==> src/rtl/fcvt_arb.sv <==
// Two-requester round-robin arbiter in front of a single float<->int converter.
// One operation in flight: grant in IDLE, convert in CONV, hold result in RESP.
module fcvt_arb #(
  parameter logic RESET_PRIO = 1'b0
) (
  input  logic        clk_i,
  input  logic        rst_i,
  input  logic        req0_valid_i,
  output logic        req0_ready_o,
  input  logic [31:0] req0_a_i,
  input  logic        req0_signed_i,
  input  logic        req0_conv_i,
  input  logic        req1_valid_i,
  output logic        req1_ready_o,
  input  logic [31:0] req1_a_i,
  input  logic        req1_signed_i,
  input  logic        req1_conv_i,
  output logic        rsp_valid_o,
  input  logic        rsp_ready_i,
  output logic [31:0] rsp_data_o,
  output logic        rsp_id_o,
  output logic [1:0]  rsp_flags_o
);

  typedef enum logic [1:0] {IDLE, CONV, RESP} state_t;

  state_t      state_q, state_d;
  logic        prio_q, prio_d;
  logic [31:0] op_a_q, op_a_d;
  logic        op_signed_q, op_signed_d;
  logic        op_conv_q, op_conv_d;
  logic        op_id_q, op_id_d;
  logic [31:0] rsp_data_q, rsp_data_d;
  logic        rsp_id_q, rsp_id_d;
  logic [1:0]  rsp_flags_q, rsp_flags_d;
  logic        gnt0, gnt1;
  logic [33:0] conv_res;

  // Returns {nv, nx, result}; truncates toward zero and saturates out-of-range values.
  function automatic logic [33:0] f2i(input logic [31:0] a, input logic sgn);
    logic        neg, nv, nx, frac;
    logic [7:0]  e;
    logic [22:0] m;
    logic [54:0] wide;
    logic [31:0] mag, r;
    neg  = a[31];
    e    = a[30:23];
    m    = a[22:0];
    wide = {31'b0, 1'b1, m} << 5'(e - 8'd127);
    mag  = wide[54:23];
    frac = |wide[22:0];
    r    = 32'h0;
    nv   = 1'b0;
    nx   = 1'b0;
    if (e == 8'hFF && m != 23'h0) begin
      r  = sgn ? 32'h7FFF_FFFF : 32'hFFFF_FFFF;
      nv = 1'b1;
    end else if (e == 8'h00) begin
      nx = (m != 23'h0);
    end else if (e < 8'd127) begin
      nx = 1'b1;
    end else if (!sgn) begin
      if (neg) begin
        nv = 1'b1;
      end else if (e >= 8'd159) begin
        r  = 32'hFFFF_FFFF;
        nv = 1'b1;
      end else begin
        r  = mag;
        nx = frac;
      end
    end else if (!neg) begin
      if (e >= 8'd158) begin
        r  = 32'h7FFF_FFFF;
        nv = 1'b1;
      end else begin
        r  = mag;
        nx = frac;
      end
    end else if (e > 8'd158 || (e == 8'd158 && m != 23'h0)) begin
      r  = 32'h8000_0000;
      nv = 1'b1;
    end else begin
      // -2^31 lands here with mag = 0x80000000 and negates to itself
      r  = -mag;
      nx = frac;
    end
    return {nv, nx, r};
  endfunction

  // Returns {nv, nx, result}; round to nearest even, nv never set.
  function automatic logic [33:0] i2f(input logic [31:0] a, input logic sgn);
    logic        neg, g, st, up;
    logic [31:0] mag;
    logic [4:0]  lz;
    logic [30:0] norm, body;
    logic [22:0] mant;
    neg = sgn & a[31];
    mag = neg ? -a : a;
    lz  = 5'd0;
    for (int i = 0; i < 32; i++)
      if (mag[i]) lz = 5'(31 - i);
    norm = 31'(mag << lz);
    mant = norm[30:8];
    g    = norm[7];
    st   = |norm[6:0];
    up   = g & (st | mant[0]);
    // mantissa carry-out ripples into the exponent field
    body = {8'd158 - {3'b0, lz}, mant} + {30'b0, up};
    return {1'b0, g | st, (mag == 32'h0) ? 32'h0 : {neg, body}};
  endfunction

  always_comb begin
    gnt0 = 1'b0;
    gnt1 = 1'b0;
    if (state_q == IDLE && !rst_i) begin
      gnt0 = req0_valid_i && (!req1_valid_i || !prio_q);
      gnt1 = req1_valid_i && (!req0_valid_i ||  prio_q);
    end
  end

  assign req0_ready_o = gnt0;
  assign req1_ready_o = gnt1;
  assign conv_res     = op_conv_q ? i2f(op_a_q, op_signed_q) : f2i(op_a_q, op_signed_q);

  always_comb begin
    state_d     = state_q;
    prio_d      = prio_q;
    op_a_d      = op_a_q;
    op_signed_d = op_signed_q;
    op_conv_d   = op_conv_q;
    op_id_d     = op_id_q;
    rsp_data_d  = rsp_data_q;
    rsp_id_d    = rsp_id_q;
    rsp_flags_d = rsp_flags_q;
    case (state_q)
      IDLE: begin
        if (gnt0 || gnt1) begin
          op_a_d      = gnt1 ? req1_a_i      : req0_a_i;
          op_signed_d = gnt1 ? req1_signed_i : req0_signed_i;
          op_conv_d   = gnt1 ? req1_conv_i   : req0_conv_i;
          op_id_d     = gnt1;
          prio_d      = ~gnt1;
          state_d     = CONV;
        end
      end
      CONV: begin
        rsp_data_d  = conv_res[31:0];
        rsp_flags_d = conv_res[33:32];
        rsp_id_d    = op_id_q;
        state_d     = RESP;
      end
      RESP: if (rsp_ready_i) state_d = IDLE;
      default: state_d = IDLE;
    endcase
  end

  always_ff @(posedge clk_i) begin
    if (rst_i) begin
      state_q     <= IDLE;
      prio_q      <= RESET_PRIO;
      op_a_q      <= 32'h0;
      op_signed_q <= 1'b0;
      op_conv_q   <= 1'b0;
      op_id_q     <= 1'b0;
      rsp_data_q  <= 32'h0;
      rsp_id_q    <= 1'b0;
      rsp_flags_q <= 2'b0;
    end else begin
      state_q     <= state_d;
      prio_q      <= prio_d;
      op_a_q      <= op_a_d;
      op_signed_q <= op_signed_d;
      op_conv_q   <= op_conv_d;
      op_id_q     <= op_id_d;
      rsp_data_q  <= rsp_data_d;
      rsp_id_q    <= rsp_id_d;
      rsp_flags_q <= rsp_flags_d;
    end
  end

  assign rsp_valid_o = (state_q == RESP);
  assign rsp_data_o  = rsp_data_q;
  assign rsp_id_o    = rsp_id_q;
  assign rsp_flags_o = rsp_flags_q;

endmodule

==> config.mk <==
export PLATFORM = sky130hd
export DESIGN_NAME = fcvt_arb
export DESIGN_NICKNAME = d
export VERILOG_FILES = /design/src/rtl/fcvt_arb.sv
export SDC_FILE = /design/constraint.sdc
export NUM_CORES = 1
export LEC_CHECK = 0
export CAP_MARGIN = 25
export CORE_MARGIN = 1
export CORE_UTILIZATION = 45
export DETAILED_ROUTE_END_ITERATION = 7
export PLACE_DENSITY = 0.68
export SLEW_MARGIN = 25
export SYNTH_ARGS = -nofsm -noshare
export SYNTH_HDL_FRONTEND = slang
export SYNTH_SLANG_ARGS = --single-unit
==> constraint.sdc <==
create_clock -name clk_i -period 14.65 [get_ports clk_i]
set_input_delay 2.93 -clock clk_i [delete_from_list [all_inputs] [get_ports clk_i]]
set_output_delay 2.93 -clock clk_i [all_outputs]
set_load 0.05 [all_outputs]
After elaboration in Yosys (flattened, before gate mapping) --
Index checks and enable logic that the tools add are counted.
Word-level totals: flip-flop bits (word level) 73
Operators by class: $add $sub $neg 5, order comparisons 4, equal/unequal tests 6, shift-type cells 2, multiplexer cells 71, bitwise logic cells 5, reduce and logical (&&, ||, !) cells 21
Operators with widths (count):
- 32-bit 2-to-1 mux | 13
- 5-bit 2-to-1 mux | 32
- 32-bit negator | 2
- 24-bit by 5-bit left shift with 55-bit output | 1
- 34-bit 2-to-1 mux | 1
- 32-bit zero test | 1
- 32-bit by 5-bit left shift with 31-bit output | 1
- 31-bit by 1-bit adder with 31-bit output | 1
- 23-bit nonzero test | 1
- 23-bit OR reduction | 1
- 1-bit 2-to-1 mux | 22
- 8-bit == test (second input constant) | 2
- 8-bit greater-or-equal comparator (second input constant) | 2
- 8-bit greater-than comparator (second input constant) | 1
- 8-bit zero test | 1
- 8-bit by 7-bit < comparator with 1-bit output (second input constant) | 1
- 8-bit by 5-bit subtractor with 8-bit output (first input constant) | 1
- 7-bit OR reduction | 1
- 2-bit one-hot mux with 3 select lines | 1
- 1-bit logical AND | 5
- 5-bit subtractor (second input constant) | 1
- 1-bit zero test | 4
- 1-bit logical OR | 4
- 2-bit 2-to-1 mux | 2
- other kinds (8) | 12

Logic depth before layout (Yosys ltp) --
depth in word-level cells 41, gate-level depth with buffers 27, mapped depth without buffers 22

Worst setup path after synthesis --
OpenSTA, ideal clock, no wires.
kind input port to output port, start point input port rst_i, end point output port req1_ready_o, data arrival time 4.163 ns, required time 11.720 ns, setup slack 7.557 ns, stages on the path 4, path buffers 2, cell sequence nor3_1 > and3_1 > clkbuf_1 > clkbuf_1
Between the ends: longest elaborated chain between the ends 3
Ends and longest elaborated chain:
- from (decl) | line 7 | input logic rst_i,
- 1-bit zero test | line 116 | if (state_q == IDLE && !rst_i) begin
- 1-bit logical AND | line 116
- 1-bit 2-to-1 mux | line 116
- to (decl) | line 14 | output logic req1_ready_o,
Every way passes these cells.

Final worst setup path --
start point input port rst_i, end point output port req0_ready_o
Between the ends: longest elaborated chain between the ends 3
Ends and longest elaborated chain:
- 1-bit zero test | line 116
- 1-bit logical AND | line 116
- 1-bit 2-to-1 mux | line 116
- to (decl) | line 9 | output logic req0_ready_o,
Every way passes these cells.

==> key figures <==
STA
  – Final period util: 0.549
  – Hold Fails Final Rpt: 0
  – Worst setup margin: 6610 ps
  – Pins Over Slew Limit: 0
  – Final setup viols: 0
  – Slew HR: 0.346
  – FMAX: 124 MHz
  – Layout Skew: ~16 ps
  – Setup TNS Final: 0 ps
  – Slew @ Worst Pin: 981 ps
  – RSZ-0062 raised after global routing: no
  – Period minus WS final: 8040 ps

Pwr
  – Logic gate share of total power: 0.735
  – Part of the power in registers: 0.133
  – Sw power: between 1 and 1.5 mW
  – Internal power: 809 µW
  – Peak VDD IR: between 0.1 and 0.15 mV
  – PwrDens: around 150 nW/µm²
  – Leakage: 4.34 nW
  – Net switching fraction of the power: 0.564
  – Clock share of power: 0.132

Logic synthesis
  – Yosys warnings: 0
  – Cell taking the most area after synthesis: dfxtp_1
  – Synth Area in Simple Gates: 0.282
  – Top cells by area, synth: dfxtp_1 (13%), nand2_1 (6.4%), a21oi_1 (6.0%), mux4_2 (4.6%), o21ai_0 (4.1%)
  – Post-synthesis xor/xnor area fraction: 0.0456
  – Yosys cell types: 106
  – FFs w/ async S/R, synth: 0
  – Largest family of logic cells by synthesized area: compound AO/OA/AOI/OAI gates
  – Synthesized area per cell: 6.95 µm²
  – Syn Inst Count: around 1,600
  – Mux contribution to synthesized area: 0.0961
  – Post-synthesis register bit count: 73
  – Syn nets: about 1,700
  – Seq/Total Area, Yosys: 0.129
  – Cell Area, Synth: 11,300 µm²
  – Share of the synthesized area in the top cell type: 0.129
  – Synth Area in Adders: 0.0122
  – EDFF count, synth: 0
  – Compound-Gate Fraction of Synth Area: 0.367
  – Most used flip-flop cell after synthesis: dfxtp_1

Final layout
  – Multi-input logic area: 9100 µm²
  – Final core occ: 0.520
  – FILL cells: 2,452
  – Final nets: 1,703
  – Register area: 1460 µm²
  – Finished Cell Area: around 13,000 µm²
  – N_diodes: 0
  – Layout cell share with drive strength beyond 1: 0.0930
  – Post-Layout Cell Count: 1,948
  – Synth-to-Final Area Change: 12.4%

Worst setup path
  – Levels on crit path: 6
  – CP top delay family: buffers and inverters
  – Reg2reg end: rsp_data_o[26]
  – Startpoint types: primary input
  – Crit path required time: roughly 12,000 ps
  – Crit path buffers/inverters: 4
  – FF-to-FF setup slack: 7240 ps
  – Critical R2R Launch: op_a_q[0]
  – R2R cell count: 20
  – Crit path max fanout: 75
  – Critical Path End: req0_ready_o
  – Crit-path max cell delay: 880 ps
  – Crit-path cells: buf_2 > buf_4 > nor3_1 > and3_1 > buf_4 > clkdlybuf4s50_1
  – Worst setup path startpoint: rst_i
  – Worst EP arrival: 5110 ps
  – CP dominant cell by count: buf_4
  – Crit-path slowest cell: clkdlybuf4s50_1
  – Crit path kind: primary input to output port
  – CP endpoint kind: output port

Global routing
  – Initial antenna violation count: 0
  – Vias in the first global route: 12,200
  – Largest net degree at the start of global routing: 76
  – First-pass GRT wire length: 70.1 mm
  – Total GRT Usage: 0.341
  – Grt ovf: 0

Placement
  – Placer congestion estimate: 0.998
  – Post-DP HPWL: 33.1 mm
  – IO Port Bufs: 110
  – Post-DP Area: between 10,000 and 15,000 µm²
  – Setup slack at placement: 6610 ps
  – Placed cells: about 1,900

Detailed routing
  – Post-route ant nets: 0
  – Vias/cell: 6.92
  – Wire per inst: 23.0 µm
  – Detailed Route WL: roughly 45 mm
  – Residual DRC: 0
  – Via count: between 10,000 and 15,000
  – DRT Pass-1 Iters: 8
  – Initial DRC Count: 1,830

CTS
  – Total CTS buffers: 9
  – Post-CTS Setup Bufs: 0
  – Clock tree buffer depth: 2
  – Post-cts hold buffer count: 0
  – # resized after CTS: 0
  – Worst-skew pair later-pin latency: about 350 ps
  – CTS tree: done
  – H-tree Lvls: 3
  – Clock-pin transition on the worst setup and hold timing paths: around 70 ps
  – TritonCTS Sinks: between 70 and 80
  – Root Buffer: clkbuf_16

Outcome
  – Outcome: finished clean

Floorplan
  – Initial Util: 0.462
  – IO Count: 111
  – Die width: 160 µm
  – Die span in y: approximately 160 µm
  – Die ar.: between 20,000 and 30,000 µm²
  – # rows: 57
  – Core Area: roughly 24,000 µm²

Worst hold path
  – Worst min-delay path category: flip-flop to flip-flop

Run
  – MaxCap Viol Count: 0
==> worst min-delay path: cells and delay by family, from the launching register on <==
| kind | cells | cell delay, ps |
|---|---|---|
| and+or+nand+nor | 1 | 50 |
| AOI/OAI and AO/OA | 1 | 50 |
| DFF | 1 | 310 |
==> logic make-up (layout without fill, tap and decap cells) <==
logic type	Yosys count	in the layout
AO/OA/AOI/OAI	587	587
XOR/XNOR	58	58
adder cells (fa/ha/maj)	11	11
buffers and inverters	184	181
flip-flops	73	73
multiplexers	78	78
AND/OR/NAND/NOR	636	636
==> cells in the mapped netlist, types with 9 or more instances <==
cell type / n
o21ai_1: 11
nand4_1: 22
o221ai_1: 11
buf_2: 29
mux4_2: 23
buf_1: 18
o2111ai_1: 10
nand2b_1: 12
and3_1: 14
a221oi_1: 13
xnor2_1: 33
mux2_2: 14
a21oi_1: 135
inv_1: 19
or3_1: 20
nor4_1: 19
dfxtp_1: 73
nand2_1: 192
or2_2: 9
o22ai_1: 31
or4_1: 11
o31ai_1: 13
mux2i_1: 41
nor3_1: 66
o21ai_0: 93
a2111oi_0: 12
nand3_1: 74
o21a_1: 9
nor2b_1: 11
a22oi_1: 46
o211ai_1: 26
xor2_1: 24
clkbuf_1: 108
ha_1: 11
a211oi_1: 23
and2_1: 16
nor2_1: 124
a31oi_1: 30
==> layout by cell type, fill, tap and decap left out, drive strengths merged, types with 24 or more instances in the layout <==
| cell | netlist | routed |
|---|---|---|
| dfxtp | 73 | 73 |
| a31oi | 30 | 30 |
| mux2i | 41 | 41 |
| o211ai | 29 | 29 |
| o22ai | 31 | 31 |
| nor3 | 72 | 72 |
| nand2 | 192 | 192 |
| xnor2 | 33 | 33 |
| xor2 | 25 | 25 |
| nor2 | 124 | 124 |
| o21ai | 107 | 107 |
| clkdlybuf4s50 | 0 | 109 |
| nand3 | 75 | 75 |
| a21oi | 136 | 136 |
| a22oi | 47 | 47 |
| inv | 21 | 24 |
| buf | 54 | 33 |
==> registers in the layout, indices dropped and copies added (netlist names) <==
signal and flops:
op_a_q 32, rsp_data_o 32, op_conv_q 1, state_q 2, op_id_q 1, prio_q 1, rsp_id_o 1, rsp_flags_o 2
op_signed_q 1
==> routing by layer <==
metal,GRT usage,up-vias,wire length (µm)
met5,0,-,0
met4,0.141,0,1880
met3,0.0343,121,3840
li1,-,6262,-
met1,0.471,6357,19000
met2,0.542,733,20000
==> power groups by stage <==
stage / combinational (mW) / sequential, mW / clock (mW)
6_report: 1.36 / 0.246 / 0.245
5_1_grt: 1.46 / 0.248 / 0.254
3_3_place_gp: 1.31 / 0.248 / 0
4_1_cts: 1.31 / 0.244 / 0.247
2_1_floorplan: 0.991 / 0.241 / 0
3_5_place_dp: 1.31 / 0.249 / 0
==> final cells by class <==
type | count | share of cell area
clock inverters | 6 | 0.00571
repair buffers | 143 | 0.106
flip-flops and latches | 73 | 0.115
well taps | 324 | 0.0319
inverters | 22 | 0.00650
multi-input cells | 1370 | 0.716
clock buffers | 10 | 0.0188
==> how the worst min path moves through the flow <==
stage / start / endpoint / slack [ps] / depth (start not counted)
after global placement: rsp_id_o / rsp_id_o / 450 / 2
after global routing: rsp_id_o / rsp_id_o / 490 / 2
final: rsp_id_o / rsp_id_o / 460 / 2
after CTS: rsp_id_o / rsp_id_o / 460 / 2
after floorplan: op_id_q / rsp_id_o / 430 / 2
after detailed placement: rsp_id_o / rsp_id_o / 450 / 2
==> through the flow <==
stage          hold slack, ps  power, mW
4_1_cts                   459       1.81
3_5_place_dp              448       1.56
3_3_place_gp              447       1.55
6_report                  458       1.85
5_1_grt                   490       1.96
2_1_floorplan             432       1.23
No activity file was read; power rests on OpenSTA's default activity.
